==> src/rtl/instr_fetch_unit.sv <==
// -----------------------------------------------------------------------------
// instr_fetch_unit
//
// Instruction fetch initiator. Holds the PC, drives the instruction memory read
// address, captures the same-cycle (combinational) read data and hands
// {pc, instruction} pairs to decode through a 2-entry valid/ready buffer.
// A redirect flushes the buffer and restarts fetch at the new target. Fetch
// halts once the PC reaches MEM_LIMIT.
//
// Parameters:
//   RESET_PC   PC loaded on reset (word aligned)
//   PC_STEP    byte increment between sequential fetches
//   MEM_LIMIT  first byte address outside instruction memory
//
// Ports:
//   clk              clock, all state updates on posedge
//   reset            asynchronous active-high reset
//   imem_addr        read address to instruction memory (registered pc)
//   imem_rdata       instruction word for imem_addr, same cycle
//   redirect_valid   taken branch/jump: flush and restart fetch
//   redirect_target  new fetch byte address, bits [1:0] ignored
//   out_valid        buffer head holds a valid instruction
//   out_ready        decode accepts the head this cycle
//   out_instr        instruction at buffer head
//   out_pc           byte address of out_instr
//   fetch_oob        pc at/after MEM_LIMIT, fetching halted
//
// Optional build macro FETCH_PERF_CNT_EN adds saturating counters:
//   perf_fetched     number of fetches pushed into the buffer
//   perf_flushed     number of buffered entries discarded by redirects
//
// FSM states:
//   state | meaning
//   BOOT  | first cycle after reset; memory loads, no fetch
//   RUN   | normal fetching, permanent until reset
// -----------------------------------------------------------------------------
module instr_fetch_unit #(
  parameter logic [31:0] RESET_PC  = 32'h0000_0000,
  parameter logic [31:0] PC_STEP   = 32'd4,
  parameter logic [31:0] MEM_LIMIT = 32'd64
) (
  input  logic        clk,
  input  logic        reset,
  output logic [31:0] imem_addr,
  input  logic [31:0] imem_rdata,
  input  logic        redirect_valid,
  input  logic [31:0] redirect_target,
  output logic        out_valid,
  input  logic        out_ready,
  output logic [31:0] out_instr,
  output logic [31:0] out_pc,
  output logic        fetch_oob
`ifdef FETCH_PERF_CNT_EN
  ,
  output logic [31:0] perf_fetched,
  output logic [31:0] perf_flushed
`endif
);

  typedef enum logic {
    BOOT = 1'b0,
    RUN  = 1'b1
  } state_t;

  state_t      state_q, state_d;
  logic [31:0] pc_q, pc_d;
  logic [1:0]  count_q, count_d;

  // Buffer kept as head/tail registers: head always feeds the outputs, so
  // out_pc/out_instr naturally hold their last value when the buffer empties.
  logic [31:0] head_pc_q, head_pc_d;
  logic [31:0] head_instr_q, head_instr_d;
  logic [31:0] tail_pc_q, tail_pc_d;
  logic [31:0] tail_instr_q, tail_instr_d;

  logic pop;
  logic fire;

  // The target's byte offset is dropped; fetch is always word aligned.
  logic unused_target_lsbs;
  assign unused_target_lsbs = ^redirect_target[1:0];

  assign imem_addr = pc_q;
  assign out_valid = (count_q != 2'd0);
  assign out_pc    = head_pc_q;
  assign out_instr = head_instr_q;
  assign fetch_oob = (state_q == RUN) && (pc_q >= MEM_LIMIT);

  assign pop  = out_valid && out_ready;
  assign fire = (state_q == RUN) && !redirect_valid && !fetch_oob &&
                ((count_q < 2'd2) || pop);

  always_ff @(posedge clk or posedge reset) begin
    if (reset) begin
      state_q      <= BOOT;
      pc_q         <= RESET_PC;
      count_q      <= 2'd0;
      head_pc_q    <= 32'd0;
      head_instr_q <= 32'd0;
      tail_pc_q    <= 32'd0;
      tail_instr_q <= 32'd0;
    end else begin
      state_q      <= state_d;
      pc_q         <= pc_d;
      count_q      <= count_d;
      head_pc_q    <= head_pc_d;
      head_instr_q <= head_instr_d;
      tail_pc_q    <= tail_pc_d;
      tail_instr_q <= tail_instr_d;
    end
  end

  always_comb begin
    state_d      = state_q;
    pc_d         = pc_q;
    count_d      = count_q;
    head_pc_d    = head_pc_q;
    head_instr_d = head_instr_q;
    tail_pc_d    = tail_pc_q;
    tail_instr_d = tail_instr_q;

    case (state_q)
      BOOT:    state_d = RUN;
      RUN:     state_d = RUN;
      default: state_d = BOOT;
    endcase

    if (redirect_valid) begin
      // Flush wins over everything, including a concurrent pop.
      count_d = 2'd0;
      pc_d    = {redirect_target[31:2], 2'b00};
    end else begin
      if (fire) begin
        pc_d = pc_q + PC_STEP;
      end
      case ({fire, pop})
        2'b10: begin
          if (count_q == 2'd0) begin
            head_pc_d    = pc_q;
            head_instr_d = imem_rdata;
          end else begin
            tail_pc_d    = pc_q;
            tail_instr_d = imem_rdata;
          end
          count_d = count_q + 2'd1;
        end
        2'b01: begin
          if (count_q == 2'd2) begin
            head_pc_d    = tail_pc_q;
            head_instr_d = tail_instr_q;
          end
          count_d = count_q - 2'd1;
        end
        2'b11: begin
          // Count unchanged; the new word goes behind whatever remains.
          if (count_q == 2'd1) begin
            head_pc_d    = pc_q;
            head_instr_d = imem_rdata;
          end else begin
            head_pc_d    = tail_pc_q;
            head_instr_d = tail_instr_q;
            tail_pc_d    = pc_q;
            tail_instr_d = imem_rdata;
          end
        end
        default: begin
        end
      endcase
    end
  end

`ifdef FETCH_PERF_CNT_EN
  logic [32:0] flushed_sum;
  assign flushed_sum = {1'b0, perf_flushed} + {31'd0, count_q};

  always_ff @(posedge clk or posedge reset) begin
    if (reset) begin
      perf_fetched <= 32'd0;
      perf_flushed <= 32'd0;
    end else begin
      if (fire && (perf_fetched != 32'hFFFF_FFFF)) begin
        perf_fetched <= perf_fetched + 32'd1;
      end
      if (redirect_valid) begin
        perf_flushed <= flushed_sum[32] ? 32'hFFFF_FFFF : flushed_sum[31:0];
      end
    end
  end
`endif

endmodule

==> config.mk <==
export PLATFORM = sky130hd
export DESIGN_NAME = instr_fetch_unit
export DESIGN_NICKNAME = d
export VERILOG_FILES = /design/src/rtl/instr_fetch_unit.sv
export SDC_FILE = /design/constraint.sdc
export NUM_CORES = 1
export LEC_CHECK = 0
export BUFFER_PORTS_ARGS = -buffer_cell sky130_fd_sc_hd__buf_2
export CELL_PAD_IN_SITES_DETAIL_PLACEMENT = 1
export CELL_PAD_IN_SITES_GLOBAL_PLACEMENT = 2
export CORE_MARGIN = 3
export CORE_UTILIZATION = 41
export CTS_BUF_LIST = sky130_fd_sc_hd__clkbuf_8
export DETAILED_ROUTE_END_ITERATION = 16
export PLACE_DENSITY_LB_ADDON = 0.1
export SLEW_MARGIN = 30
export SYNTH_ARGS = -nofsm -noshare
export SYNTH_HDL_FRONTEND = slang
export SYNTH_SLANG_ARGS = --single-unit
==> constraint.sdc <==
create_clock -name clk -period 9.9 [get_ports clk]
set_input_delay 0.495 -clock clk [delete_from_list [all_inputs] [get_ports clk]]
set_output_delay 0.495 -clock clk [all_outputs]
set_load 0.01 [all_outputs]
## Yosys cells after proc, flatten, opt, wreduce, memory -nomap -nowiden

Cells that the tools add are included.

| storage, ports and cells | value |
|---|---|
| register bits | 163 |
| output and inout port bits | 98 |

| cells by class | value |
|---|---|
| $add $sub $neg | 3 |
| $lt $le $gt $ge | 2 |
| eq/ne operators | 9 |
| multiplexer cells | 18 |
| bitwise logic cells | 1 |
| reduce and logical (&&, ||, !) cells | 16 |

Operators by type and width:

| cell | count |
|---|---|
| $mux 32 | 12 |
| $pmux 32 s3 | 2 |
| $pmux 32 s2 | 2 |
| $add 32x3->32 const B | 1 |
| $ge 32x7->1 const B | 1 |
| $ne 2x2->1 const B | 4 |
| $reduce_and 4->1 | 2 |
| $eq 2x2->1 const B | 3 |
| $reduce_bool 2->1 | 3 |
| $reduce_bool 3->1 | 2 |
| $logic_and 1x1->1 | 5 |
| $eq 2x1->1 const B | 2 |
| $pmux 2 s2 | 1 |
| $add 2x1->2 const B | 1 |
| $logic_not 1->1 | 2 |
| $logic_not 2->1 | 1 |
| $lt 2x2->1 const B | 1 |
| $mux 2 | 1 |
| $sub 2x1->2 const B | 1 |
| $logic_or 1x1->1 | 1 |
| $not 1->1 | 1 |

## Depth between registers and ports, before layout

Gate-level depths: netlist of run 1.

| depth | value |
|---|---|
| depth after elaboration | 8 |
| depth in mapped cells | 9 |
| mapped depth without buffers | 7 |

## Worst setup path before layout of run 1

No wires, ideal clock.

| timing | value |
|---|---|
| path type | reg-to-reg |
| start | reg pc_q[27] (netlist: imem_addr[27]) |
| end | reg head_pc_q[2] (netlist: out_pc[2]) |
| setup time | 0.128 ns |
| arrival time | 2.405 ns |
| required time | 9.772 ns |
| setup slack | 7.368 ns |
| cell stages (with the launch flop) | 7 |
| buffers on the path | 1 |
| cells stage by stage | dfrtp_1 -> nor4_1 -> nand4_1 -> o41ai_4 -> buf_6 -> mux2_1 -> mux2_1 |

| between the ends | value |
|---|---|
| cells in the longest elaborated chain, start to end | 8 |
| elaborated cells between the ends (all ways) | 13 |
| classes of those cells | order compare (1); eq/ne (5); mux (1); reduce/logical (6) |

RTL lines:

| element | RTL line | text |
|---|---|---|
| start, declared | 66 | `logic [31:0] pc_q, pc_d;` |
| start signal, assigned | 104 | `pc_q <= pc_d;` |
| $ge 32x7->1 (*) | 87 | `assign fetch_oob = (state_q == RUN) && (pc_q >= MEM_LIMIT);` |
| $logic_and 1x1->1 (*) | 87 |  |
| $logic_not 1->1 (*) | 90 | `assign fire = (state_q == RUN) && !redirect_valid && !fetch_oob &&` |
| $logic_and 1x1->1 (*) (2 in a row) | 90 |  |
| $eq 2x1->1 / $eq 2x2->1 (equally long branches) | 136 | `case ({fire, pop})` |
| $ne 2x2->1 (no source line) / $reduce_bool 3->1 (equally long branches) | n/a |  |
| $reduce_and 4->1 (no source line) | n/a |  |
| end signal, assigned | 106 | `head_pc_q <= head_pc_d;` |
| end, declared | 71 | `logic [31:0] head_pc_q, head_pc_d;` |

Mark *: on every way between the ends. The rest lies on a longest branch, timed or not.
A chain may end at the register's enable or synchronous reset.

## Final worst setup path of run 1

| timing | value |
|---|---|
| start | reg pc_q[21] (netlist: imem_addr[21]) |
| end | reg tail_instr_q[27] |

| between the ends | value |
|---|---|
| cells in the longest elaborated chain, start to end | 8 |
| elaborated cells between the ends (all ways) | 12 |
| classes of those cells | order compare (1); eq/ne (4); mux (1); reduce/logical (6) |

RTL lines:

| element | RTL line | text |
|---|---|---|
| $ge 32x7->1 (*) | 87 |  |
| $logic_and 1x1->1 (*) | 87 |  |
| $logic_not 1->1 (*) | 90 |  |
| $logic_and 1x1->1 (*) (2 in a row) | 90 |  |
| $eq 2x2->1 | 136 |  |
| $ne 2x2->1 (no source line) / $reduce_bool 2->1 (equally long branches) | n/a |  |
| $reduce_and 4->1 (no source line) | n/a |  |
| end signal, assigned | 109 | `tail_instr_q <= tail_instr_d;` |
| end, declared | 74 | `logic [31:0] tail_instr_q, tail_instr_d;` |

Marked as above.

==> run_results.csv, run 1 <==
group,metric,value,unit
run_status,status,"finished clean",
timing,finalSetupViolations,0,
setup_path,crit_buf_inv,1,
placement,dp_cells,818,
cells_and_area,num_antenna_cells,0,
floorplanning,dieArea,0.0182,sq mm
synthesis,synth_cells,462,
floorplanning,pin_count,166,
placement,post_dp_cell_area,0.00779,sq mm
synthesis,synth.distinct_cells,34,
setup_path,critPathMaxStageDelay,610,ps
timing,max-slew-margin-rel,0.380,
cells_and_area,final_core_util,0.514,
timing,max_freq,294,MHz
timing,rsz0062_at_grt,"false",
clock_tree,root_buffer,"clkbuf_8",
pwr,leakagePower,4.36,nW
global_routing,grt_pass1_vias,4767,
cells_and_area,multi_input_area,0.00267,sq mm
setup_path,cp_top_family,"simple AND/OR/NAND/NOR gates",
setup_path,r2r_end,"tail_instr_q[27]",
timing,tightest_slew,930,ps
setup_path,path_cells,"nor4_1, nand4_1, nor3_1, nand3_2, buf_4, mux2_2",
synthesis,ys_warn_count,0,
detailed_routing,drt-pass1-iter-count,4,
cells_and_area,nets,694,
clock_tree,ctsResizeCount,0,
setup_path,crit_start,"imem_addr[21]",
floorplanning,start_util,0.424,
floorplanning,rows,46,
setup_path,cp-endpoint,"tail_instr_q[27]",
floorplanning,dieWidth,135,microns
clock_tree,clkLatencyLatePin,450,ps
setup_path,rrSetupSlack,6500,ps
synthesis,ys_seq_elements,158,
setup_path,cp_max_fo,36,
clock_tree,post-cts-setup-buffers,0,
detailed_routing,antenna_left,0,
cells_and_area,area.sequential,0.00395,sq mm
setup_path,critPathRequiredTime,10230,ps
cells_and_area,synthToLayoutAreaGrowth,21.2,%
detailed_routing,drc,0,
timing,clock_skew,9.71,ps
timing,period_minus_slack,3400,ps
setup_path,r2r_start,"imem_addr[21]",
detailed_routing,vias,4226,
floorplanning,core-area,0.0161,sq mm
global_routing,overflow,0,
clock_tree,path_clk_slew,80,ps
clock_tree,clk_path_buf_depth,2,
setup_path,critPathKind,"flip-flop to flip-flop",
setup_path,critPathSlowestCell,"nand3_2",
floorplanning,fp.dieH,135,microns
synthesis,synth_seq_area_share,0.580,
cells_and_area,final_area,0.00826,sq mm
detailed_routing,wl_per_cell,18.2,microns
global_routing,grtUsageTotal,0.179,
synthesis,synth_area,0.00682,sq mm
timing,slew_viol_final,0,
global_routing,antenna_found_initial,0,
placement,place_congestion,0.742,
worst_hold_path,min_path_type,"primary input to asynchronous set/reset pin",
clock_tree,cts_buffers,17,
global_routing,grt_pass1_wl,25.6,mm
detailed_routing,viasPerCell,4.97,
synthesis,postSynthAreaPerCell,14.8,sq um
timing,hold_violations,0,
placement,dp_hpwl,10.6,mm
clock_tree,cts_sinks,158,
pwr,peakVddDrop,0.0000877,V
setup_path,cp-start-kind,"flip-flop",
pwr,power.density,187,mW/mm^2
placement,port_buffers,161,
cells_and_area,drive_above_1_share,0.426,
detailed_routing,drtIter0Drc,155,
run,maxCapViolCount,0,
clock_tree,cts_tree,"yes",
setup_path,cp.arrival,3730,ps
timing,min_period_over_period,0.344,
setup_path,end_kind,"flip-flop",
cells_and_area,fin_cells,850,
global_routing,grt_max_degree,89,
clock_tree,htreeDepth,4,
detailed_routing,wirelength,15.5,mm
setup_path,path_depth,6,
timing,setup-tns-final,0,ps
setup_path,r2r_cells,6,
clock_tree,postCtsHoldBufs,0,
cells_and_area,fillers,1637,
## per-layer routing
metal  GRT usage  part of all wire  vias up
li1            -                 -     1925
met1       0.227              0.43     2188
met2       0.299              0.50       97
met3      0.0488             0.053       16
met4      0.0622             0.013        0
met5           0                 0        -
## cell families after synthesis
family	share of synthesized area
buffers and inverters	0.0299
other	0.00110
and+or+nand+nor	0.0498
adders and majority gates	0.00918
muxes	0.312
DFF	0.580
xor gates and xnor gates	0.00514
AOI/OAI and AO/OA	0.0127
## cell usage after synthesis
cell / instances / area, sq um
a211oi_1: 1 / 7.51
a21oi_1: 2 / 10.0
a22oi_1: 1 / 7.51
a31oi_1: 1 / 6.26
a41o_1: 1 / 10.0
and2_1: 26 / 163
buf_1: 2 / 7.51
buf_2: 10 / 50.1
buf_4: 3 / 22.5
buf_6: 6 / 67.6
clkbuf_1: 6 / 22.5
conb_1: 2 / 7.51
dfrtp_1: 158 / 3950
ha_1: 5 / 62.6
inv_1: 9 / 33.8
mux2_1: 120 / 1350
mux2_2: 68 / 766
mux2i_1: 1 / 10.0
nand2_1: 8 / 30.0
nand2b_1: 2 / 12.5
nand3_1: 3 / 15.0
nand4_1: 1 / 6.26
nor2_1: 4 / 15.0
nor2b_1: 3 / 18.8
nor3_1: 2 / 10.0
nor4_1: 6 / 37.5
nor4b_2: 1 / 15.0
o21a_1: 1 / 7.51
o21ai_0: 2 / 10.0
o41ai_4: 1 / 27.5
or3_1: 1 / 6.26
or4b_2: 1 / 10.0
xnor2_1: 3 / 26.3
xor2_1: 1 / 8.76
## layout by cell type, fill, tap and decap left out, types with 2 or more instances in the layout
master,netlist,routed
nor2_1,4,4
dfrtp_1,158,158
a21oi_1,2,2
ha_1,5,5
inv_1,9,10
xnor2_1,3,3
nand2_1,8,8
conb_1,2,3
o21ai_0,2,2
inv_6,0,2
buf_4,3,3
and2_1,26,26
nor2b_1,3,3
nor3_1,2,2
buf_2,10,161
mux2_2,68,68
bufinv_16,0,4
clkbuf_8,0,22
clkinvlp_4,0,3
nor4_1,6,6
mux2_1,120,120
nand2b_1,2,2
nand3_1,3,2
## worst min-delay path by stage
stage / endpoint / slack, ps / cells past startpoint
2_1_floorplan: tail_pc_q[10] / 450 / 1
3_3_place_gp: tail_pc_q[11] / 460 / 1
3_5_place_dp: tail_pc_q[11] / 460 / 1
4_1_cts: out_instr[30] / 200 / 2
5_1_grt: out_instr[30] / 240 / 2
6_report: out_instr[30] / 180 / 2
## per-stage QoR
stage	setup slack [ps]	hold WS [ps]	power, W
after floorplan	5140	446	0.000903
after global placement	6460	461	0.00101
after detailed placement	6450	463	0.00102
after CTS	6390	196	0.00157
after global routing	6290	236	0.00163
final	6500	181	0.00154
## area by class of cell
cell class,count,area share
multi-input combinational,269,0.324
clock inverter,10,0.0192
sequential,158,0.479
timing repair buffer,166,0.104
inverter,9,0.00470
tap,216,0.0327
clock buffer,22,0.0367
## sequential cells by signal, indices dropped and copies added, names as in the netlist
register and count:
count_q 2, state_q 1, imem_addr 30, tail_instr_q 32
tail_pc_q 30, out_pc 31, out_instr 32
## worst register-to-register path: cells and delay by family, from the launching register on
family                 cells  cell delay (ps)
AND/OR/NAND/NOR            4             1960
multiplexers               1              380
flip-flops                 1              420
buffers and inverters      1              510
## report_power, final
group          switching, W  internal (W)  leakage [nW]
sequential        0.0000410      0.000708          2.13
combinational      0.000130      0.000121          2.00
clock              0.000236      0.000308         0.230
Note: power is estimated with default switching activity, not from simulation.
==> inputs of run 2 (changes only) <==
--- a/config.mk
+++ b/config.mk
@@ -5,11 +5,12 @@
 export SDC_FILE = /design/constraint.sdc
 export NUM_CORES = 1
 export LEC_CHECK = 0
+export ABC_AREA = 1
 export BUFFER_PORTS_ARGS = -buffer_cell sky130_fd_sc_hd__buf_2
 export CELL_PAD_IN_SITES_DETAIL_PLACEMENT = 1
 export CELL_PAD_IN_SITES_GLOBAL_PLACEMENT = 2
 export CORE_MARGIN = 3
-export CORE_UTILIZATION = 41
+export CORE_UTILIZATION = 29
 export CTS_BUF_LIST = sky130_fd_sc_hd__clkbuf_8
 export DETAILED_ROUTE_END_ITERATION = 16
 export PLACE_DENSITY_LB_ADDON = 0.1
==> constraint.sdc (replaced) <==
create_clock -name clk -period 2.94 [get_ports clk]
set_input_delay 0.147 -clock clk [delete_from_list [all_inputs] [get_ports clk]]
set_output_delay 0.147 -clock clk [all_outputs]
set_load 0.01 [all_outputs]
==> run 2 against run 1 <==
Effect of this change: worst hold slack got worse by 130 ps; non-clock buffer count increased by 81; routed wire length increased by 80%; critical endpoint is now out_instr[27].
==> run_results.csv, run 2 <==
group,metric,value,unit
setup_path,critPathRequiredTime,3340,ps
synthesis,synth_compound_area_frac,0.0675,
floorplanning,pin_count,166,
pwr,power.density,633,mW/mm^2
timing,clock_skew,23.3,ps
placement,post_dp_cell_area,0.00939,sq mm
clock_tree,cts_sinks,158,
synthesis,synth_top_area_cell,"dfrtp_1",
setup_path,cp.arrival,2870,ps
run,maxCapViolCount,0,
clock_tree,path_clk_slew,100,ps
clock_tree,root_buffer,"clkbuf_8",
placement,dp_hpwl,17.1,mm
synthesis,synth_commonest_cells,"nand2_1 (437), dfrtp_1 (158), nand3_1 (128), o21ai_0 (94), inv_1 (76)",
synthesis,synth_simple_gate_area_share,0.355,
timing,setup-tns-final,0,ps
synthesis,async_flop_share,1.00,
clock_tree,clkLatencyLatePin,470,ps
timing,finalSetupViolations,0,
placement,port_buffers,161,
floorplanning,start_util,0.300,
detailed_routing,wl_met1,13.0,mm
timing,tightest_slew,947,ps
setup_path,critPathKind,"flip-flop to flip-flop",
synthesis,synthAdderAreaFrac,0.00761,
synthesis,ys_warn_count,0,
timing,hold_ws,47.0,ps
detailed_routing,drt-pass1-iter-count,5,
clock_tree,cts_buffers,17,
global_routing,grt_pass1_wl,46.2,mm
synthesis,yosysMostFrequentCell,"nand2_1",
global_routing,grt_max_degree,127,
synthesis,synth.distinct_cells,23,
cells_and_area,synthToLayoutAreaGrowth,26.7,%
global_routing,grt_pass1_vias,8554,
cells_and_area,nets,1384,
setup_path,rrSetupSlack,480,ps
cells_and_area,layout.cells.most_common,"nand2_1",
setup_path,cp_max_fo,62,
synthesis,synth_cells,1130,
synthesis,synth_area,0.00822,sq mm
detailed_routing,drc,0,
cells_and_area,drive_above_1_share,0.172,
timing,max-slew-margin-rel,0.368,
clock_tree,clk_path_buf_depth,2,
synthesis,ys_seq_elements,158,
synthesis,synth_mux_area_frac,0,
placement,place_congestion,0.721,
detailed_routing,met2_length,13.6,mm
timing,period_minus_slack,2460,ps
timing,slew_viol_final,0,
worst_hold_path,holdPathStages,4,
clock_tree,post-cts-setup-buffers,0,
timing,max_freq,406,MHz
setup_path,r2r_cells,10,
cells_and_area,final_area,0.0104,sq mm
global_routing,antenna_found_initial,1,
detailed_routing,vias,8160,
timing,min_period_over_period,0.838,
detailed_routing,antenna_left,0,
synthesis,synth_top_area_share,0.481,
clock_tree,htreeDepth,4,
synthesis,synth_area_leaders,"dfrtp_1 (48%), nand2_1 (20%), nand3_1 (7.8%), o21ai_0 (5.7%), nand4_1 (4.9%)",
worst_hold_path,min_path_type,"primary input to flip-flop",
synthesis,postSynthAreaPerCell,7.27,sq um
detailed_routing,wirelength,27.9,mm
clock_tree,cts_tree,"yes",
detailed_routing,viasPerCell,4.81,
floorplanning,dieWidth,174,microns
timing,hold_violations,0,
pwr,peakVddDrop,0.000268,V
setup_path,cp-start-kind,"flip-flop",
synthesis,synth_seq_area_share,0.481,
detailed_routing,maxUsedRoutingLayer,"met4",
floorplanning,fp.dieH,174,microns
floorplanning,rows,60,
detailed_routing,wl_met3,896,microns
synthesis,yosys.area_share.xor_xnor,0.00320,
detailed_routing,wl_per_cell,16.4,microns
detailed_routing,drtIter0Drc,375,
timing,rsz0062_at_grt,"false",
cells_and_area,mostFrequentLayoutCells,"nand2_1 (435), buf_2 (161), dfrtp_1 (158)",
setup_path,end_kind,"flip-flop",
synthesis,synth_top_family_by_area,"simple AND/OR/NAND/NOR gates",
floorplanning,dieArea,0.0304,sq mm
floorplanning,core-area,0.0274,sq mm
run_status,status,"finished clean",
global_routing,overflow,0,
synthesis,ys.flop_type,"dfrtp_1",
pwr,leakagePower,5.39,nW
synthesis,synth_edf_count,0,
global_routing,grtUsageTotal,0.187,
-- run 2: repair_timing --
item | CTS | global route
gates resized for setup | 0 | 0
endpoints found under the hold margin | 131 | 0
hold buffers | 63 | 0
-- run 2: per-layer routing --
layer / vias to the layer above / track usage
li1: 3997 / -
met1: 4019 / 0.241
met2: 126 / 0.328
met3: 18 / 0.0325
met4: 0 / 0.0432
met5: - / 0
-- run 2: worst paths after layout --
kind                           startpoint       endpoint
setup / recovery               count_q[1]  out_instr[27]
max in group asynchronous           reset  out_instr[25]
min in group asynchronous           reset     out_pc[12]
hold reg to reg             out_instr[13]  out_instr[13]
setup reg to reg               count_q[1]  out_instr[27]
hold / removal             redirect_valid     count_q[0]
-- run 2: power by group --
group / switching [W] / leakage, nW / internal, W
sequential: 0.000231 / 1.79 / 0.00251
clock: 0.000978 / 0.202 / 0.000729
combinational: 0.00132 / 3.40 / 0.000825
total: 0.00253 / 5.39 / 0.00406
-- run 2: logic make-up after synthesis --
| family | count (synthesis) |
|---|---|
| fa+ha+maj | 5 |
| xor+xnor | 3 |
| buf+inv | 166 |
| flops | 158 |
| simple gates | 688 |
| other cells | 2 |
| compound gates | 108 |
-- run 2: per-stage QoR --
stage / util / worst slack [ps] / cells / total power (W)
3_3_place_gp: 0.343 / 468 / 1601 / 0.00490
3_5_place_dp: 0.343 / 410 / 1601 / 0.00492
4_1_cts: 0.380 / 384 / 1696 / 0.00673
5_1_grt: 0.380 / 194 / 1697 / 0.00711
6_report: 0.380 / 477 / 1697 / 0.00659
2_1_floorplan: - / 792 / 1131 / 0.00409
-- run 2: critical path, cell delays in order, from the launching register on --
cell,delay (ps)
dfrtp_1,440
inv_1,110
ha_1,200
inv_2,100
nand2_4,80
a21oi_4,220
nand4_1,250
nand2_4,120
buf_4,640
nand2_1,130
nand2_1,100
-- run 2: layout make-up --
class / instances / area (sq um)
Multi-Input combinational cell: 807 / 3620
Clock buffer: 18 / 248
Antenna cell: 1 / 2.50
Timing Repair Buffer: 247 / 1670
Inverter: 80 / 307
Fill cell: 3447 / 17000
Sequential cell: 158 / 3950
Clock inverter: 14 / 146
Tap cell: 372 / 465
==> inputs of run 3 (changes only) <==
==> constraint.sdc (replaced) <==
create_clock -name clk -period 2.2 [get_ports clk]
set_input_delay 0.11 -clock clk [delete_from_list [all_inputs] [get_ports clk]]
set_output_delay 0.11 -clock clk [all_outputs]
set_load 0.01 [all_outputs]
==> run 3 against run 2 <==
Effect of this change: global-route usage rose by 0.40 points; worst hold slack improved by 120 ps; clock-buffer cell count did not move; clock skew fell by 2.0 ps; sequential share of layout area fell by 1.9 points; largest cell class unchanged; combinational power rose by 41%; first-iteration DRC count rose by 31%; worst setup slack got worse by 320 ps; maximum frequency rose by 21%.
==> run_results.csv, run 3 (same netlist as run 2, synthesis figures left out) <==
group,metric,value,unit
setup_path,critPathSlowestCell,"dfrtp_1",
pwr,leakagePower,5.68,nW
detailed_routing,drc,0,
placement,post_dp_cell_area,0.00962,sq mm
setup_path,path_cells,"inv_1, ha_1, inv_2, nand2_4, a21oi_4, nand4_1, buf_4, nand2_4, inv_2, buf_12, nand2_2, nand2_1",
pwr,p_total,0.00895,W
floorplanning,core-area,0.0274,sq mm
setup_path,critPathKind,"flip-flop to flip-flop",
global_routing,grt_pass1_wl,47.1,mm
floorplanning,start_util,0.300,
placement,place_congestion,0.734,
timing,max_freq,490,MHz
pwr,peakVddDrop,0.000379,V
detailed_routing,wirelength,29.5,mm
global_routing,grtUsageTotal,0.191,
clock_tree,clkLatencyLatePin,470,ps
placement,port_buffers,161,
timing,max-slew-margin-rel,0.615,
clock_tree,cts_buffers,17,
timing,hold_violations,0,
global_routing,overflow,0,
setup_path,critPathMaxStageDelay,370,ps
timing,period_minus_slack,2040,ps
detailed_routing,drtIter0Drc,490,
setup_path,r2r_cells,12,
run,maxCapViolCount,0,
global_routing,grt_max_degree,127,
floorplanning,pin_count,166,
timing,slew_viol_final,0,
run_status,status,"finished clean",
global_routing,grt_pass1_vias,8862,
worst_hold_path,hold_end,"imem_addr[13]",
global_routing,antenna_found_initial,0,
cells_and_area,mostFrequentLayoutCells,"nand2_1 (430), buf_2 (161), dfrtp_1 (155)",
timing,finalSetupViolations,0,
cells_and_area,drive_above_1_share,0.204,
worst_hold_path,holdPathStages,5,
setup_path,end_kind,"flip-flop",
worst_hold_path,min_path_type,"primary input to flip-flop",
floorplanning,dieWidth,174,microns
detailed_routing,wl_per_cell,17.0,microns
placement,dp_cells,1621,
clock_tree,htreeDepth,4,
detailed_routing,drt-pass1-iter-count,4,
clock_tree,path_clk_slew,100,ps
timing,rsz0062_at_grt,"true",
worst_hold_path,min-delay-start,"redirect_valid",
timing,min_period_over_period,0.927,
setup_path,cp-start-kind,"flip-flop",
timing,setup-tns-final,0,ps
cells_and_area,layout.cells.most_common,"nand2_1",
setup_path,rrSetupSlack,160,ps
detailed_routing,vias,8423,
detailed_routing,antenna_left,0,
setup_path,r2r_end,"out_pc[28]",
setup_path,r2r_start,"count_q[1]",
cells_and_area,num_antenna_cells,0,
setup_path,cp.arrival,2390,ps
timing,clock_skew,21.2,ps
floorplanning,fp.dieH,174,microns
clock_tree,cts_sinks,158,
clock_tree,cts_tree,"yes",
cells_and_area,synthToLayoutAreaGrowth,33.6,%
setup_path,critPathRequiredTime,2550,ps
floorplanning,dieArea,0.0304,sq mm
setup_path,cp_max_fo,33,
cells_and_area,final_area,0.0110,sq mm
timing,tightest_slew,578,ps
clock_tree,root_buffer,"clkbuf_8",
detailed_routing,viasPerCell,4.85,
cells_and_area,nets,1423,
floorplanning,rows,60,
clock_tree,clk_path_buf_depth,2,
cells_and_area,fin_cells,1735,
placement,dp_hpwl,17.2,mm
pwr,power.density,815,mW/mm^2
## run 3: where the power goes
group	switching, W	internal [W]	leakage (nW)
clock	0.00130	0.000974	0.205
sequential	0.000286	0.00335	1.78
combinational	0.00184	0.00119	3.69
total	0.00343	0.00552	5.68
## run 3: worst max path at each step
stage / startpoint / endpoint / slack [ps] / depth (start not counted)
6_report: count_q[1] / out_pc[28] / 160 / 12
5_1_grt: imem_addr[23] / out_instr[11] / -20 / 11
4_1_cts: imem_addr[13] / fetch_oob / 0.2 / 8
3_5_place_dp: count_q[1] / imem_addr[4] / 90 / 12
3_3_place_gp: imem_addr[10] / imem_addr[4] / 150 / 12
2_1_floorplan: reset / count_q[0] / 90 / 1
## run 3: per-layer routing
| layer | GRT usage | up-vias | part of all wire |
|---|---|---|---|
| met1 | 0.250 | 4187 | 0.47 |
| met2 | 0.332 | 138 | 0.49 |
| met5 | 0 | - | 0 |
| met3 | 0.0288 | 24 | 0.030 |
| li1 | - | 4074 | - |
| met4 | 0.0466 | 0 | 0.010 |
## run 3: cell type report
| class | instances | area (sq um) |
|---|---|---|
| Clock buffer | 18 | 248 |
| Clock inverter | 14 | 148 |
| Fill cell | 3371 | 16400 |
| Inverter | 80 | 307 |
| Multi-Input combinational cell | 808 | 3660 |
| Sequential cell | 158 | 3960 |
| Tap cell | 372 | 465 |
| Timing Repair Buffer | 285 | 2200 |
## run 3: what timing repair did
action / CTS / global route
hold endpoints to repair: 248 / 0
endpoints found under the setup margin: 1 / 150
pin swaps: 0 / 6
gates resized for setup: 3 / 20
gates cloned: 0 / 7
buffers inserted: 0 / 12
hold buffers: 63 / 0
## run 3: critical path: cells and delay by family (launching register included)
kind	cells	cell delay [ps]
adders and majority gates	1	190
and+or+nand+nor	5	490
buffers and inverters	5	580
AOI/OAI and AO/OA	1	280
DFF	1	370
## run 3: stage by stage
step / setup WS [ps] / utilization / hold WS (ps)
detailed placement: 88.5 / 0.351 / 296
global route: -18.2 / 0.401 / 141
global placement: 150 / 0.351 / 285
finish: 160 / 0.401 / 166
CTS: 0.160 / 0.389 / 126
floorplan: 89.1 / - / 227
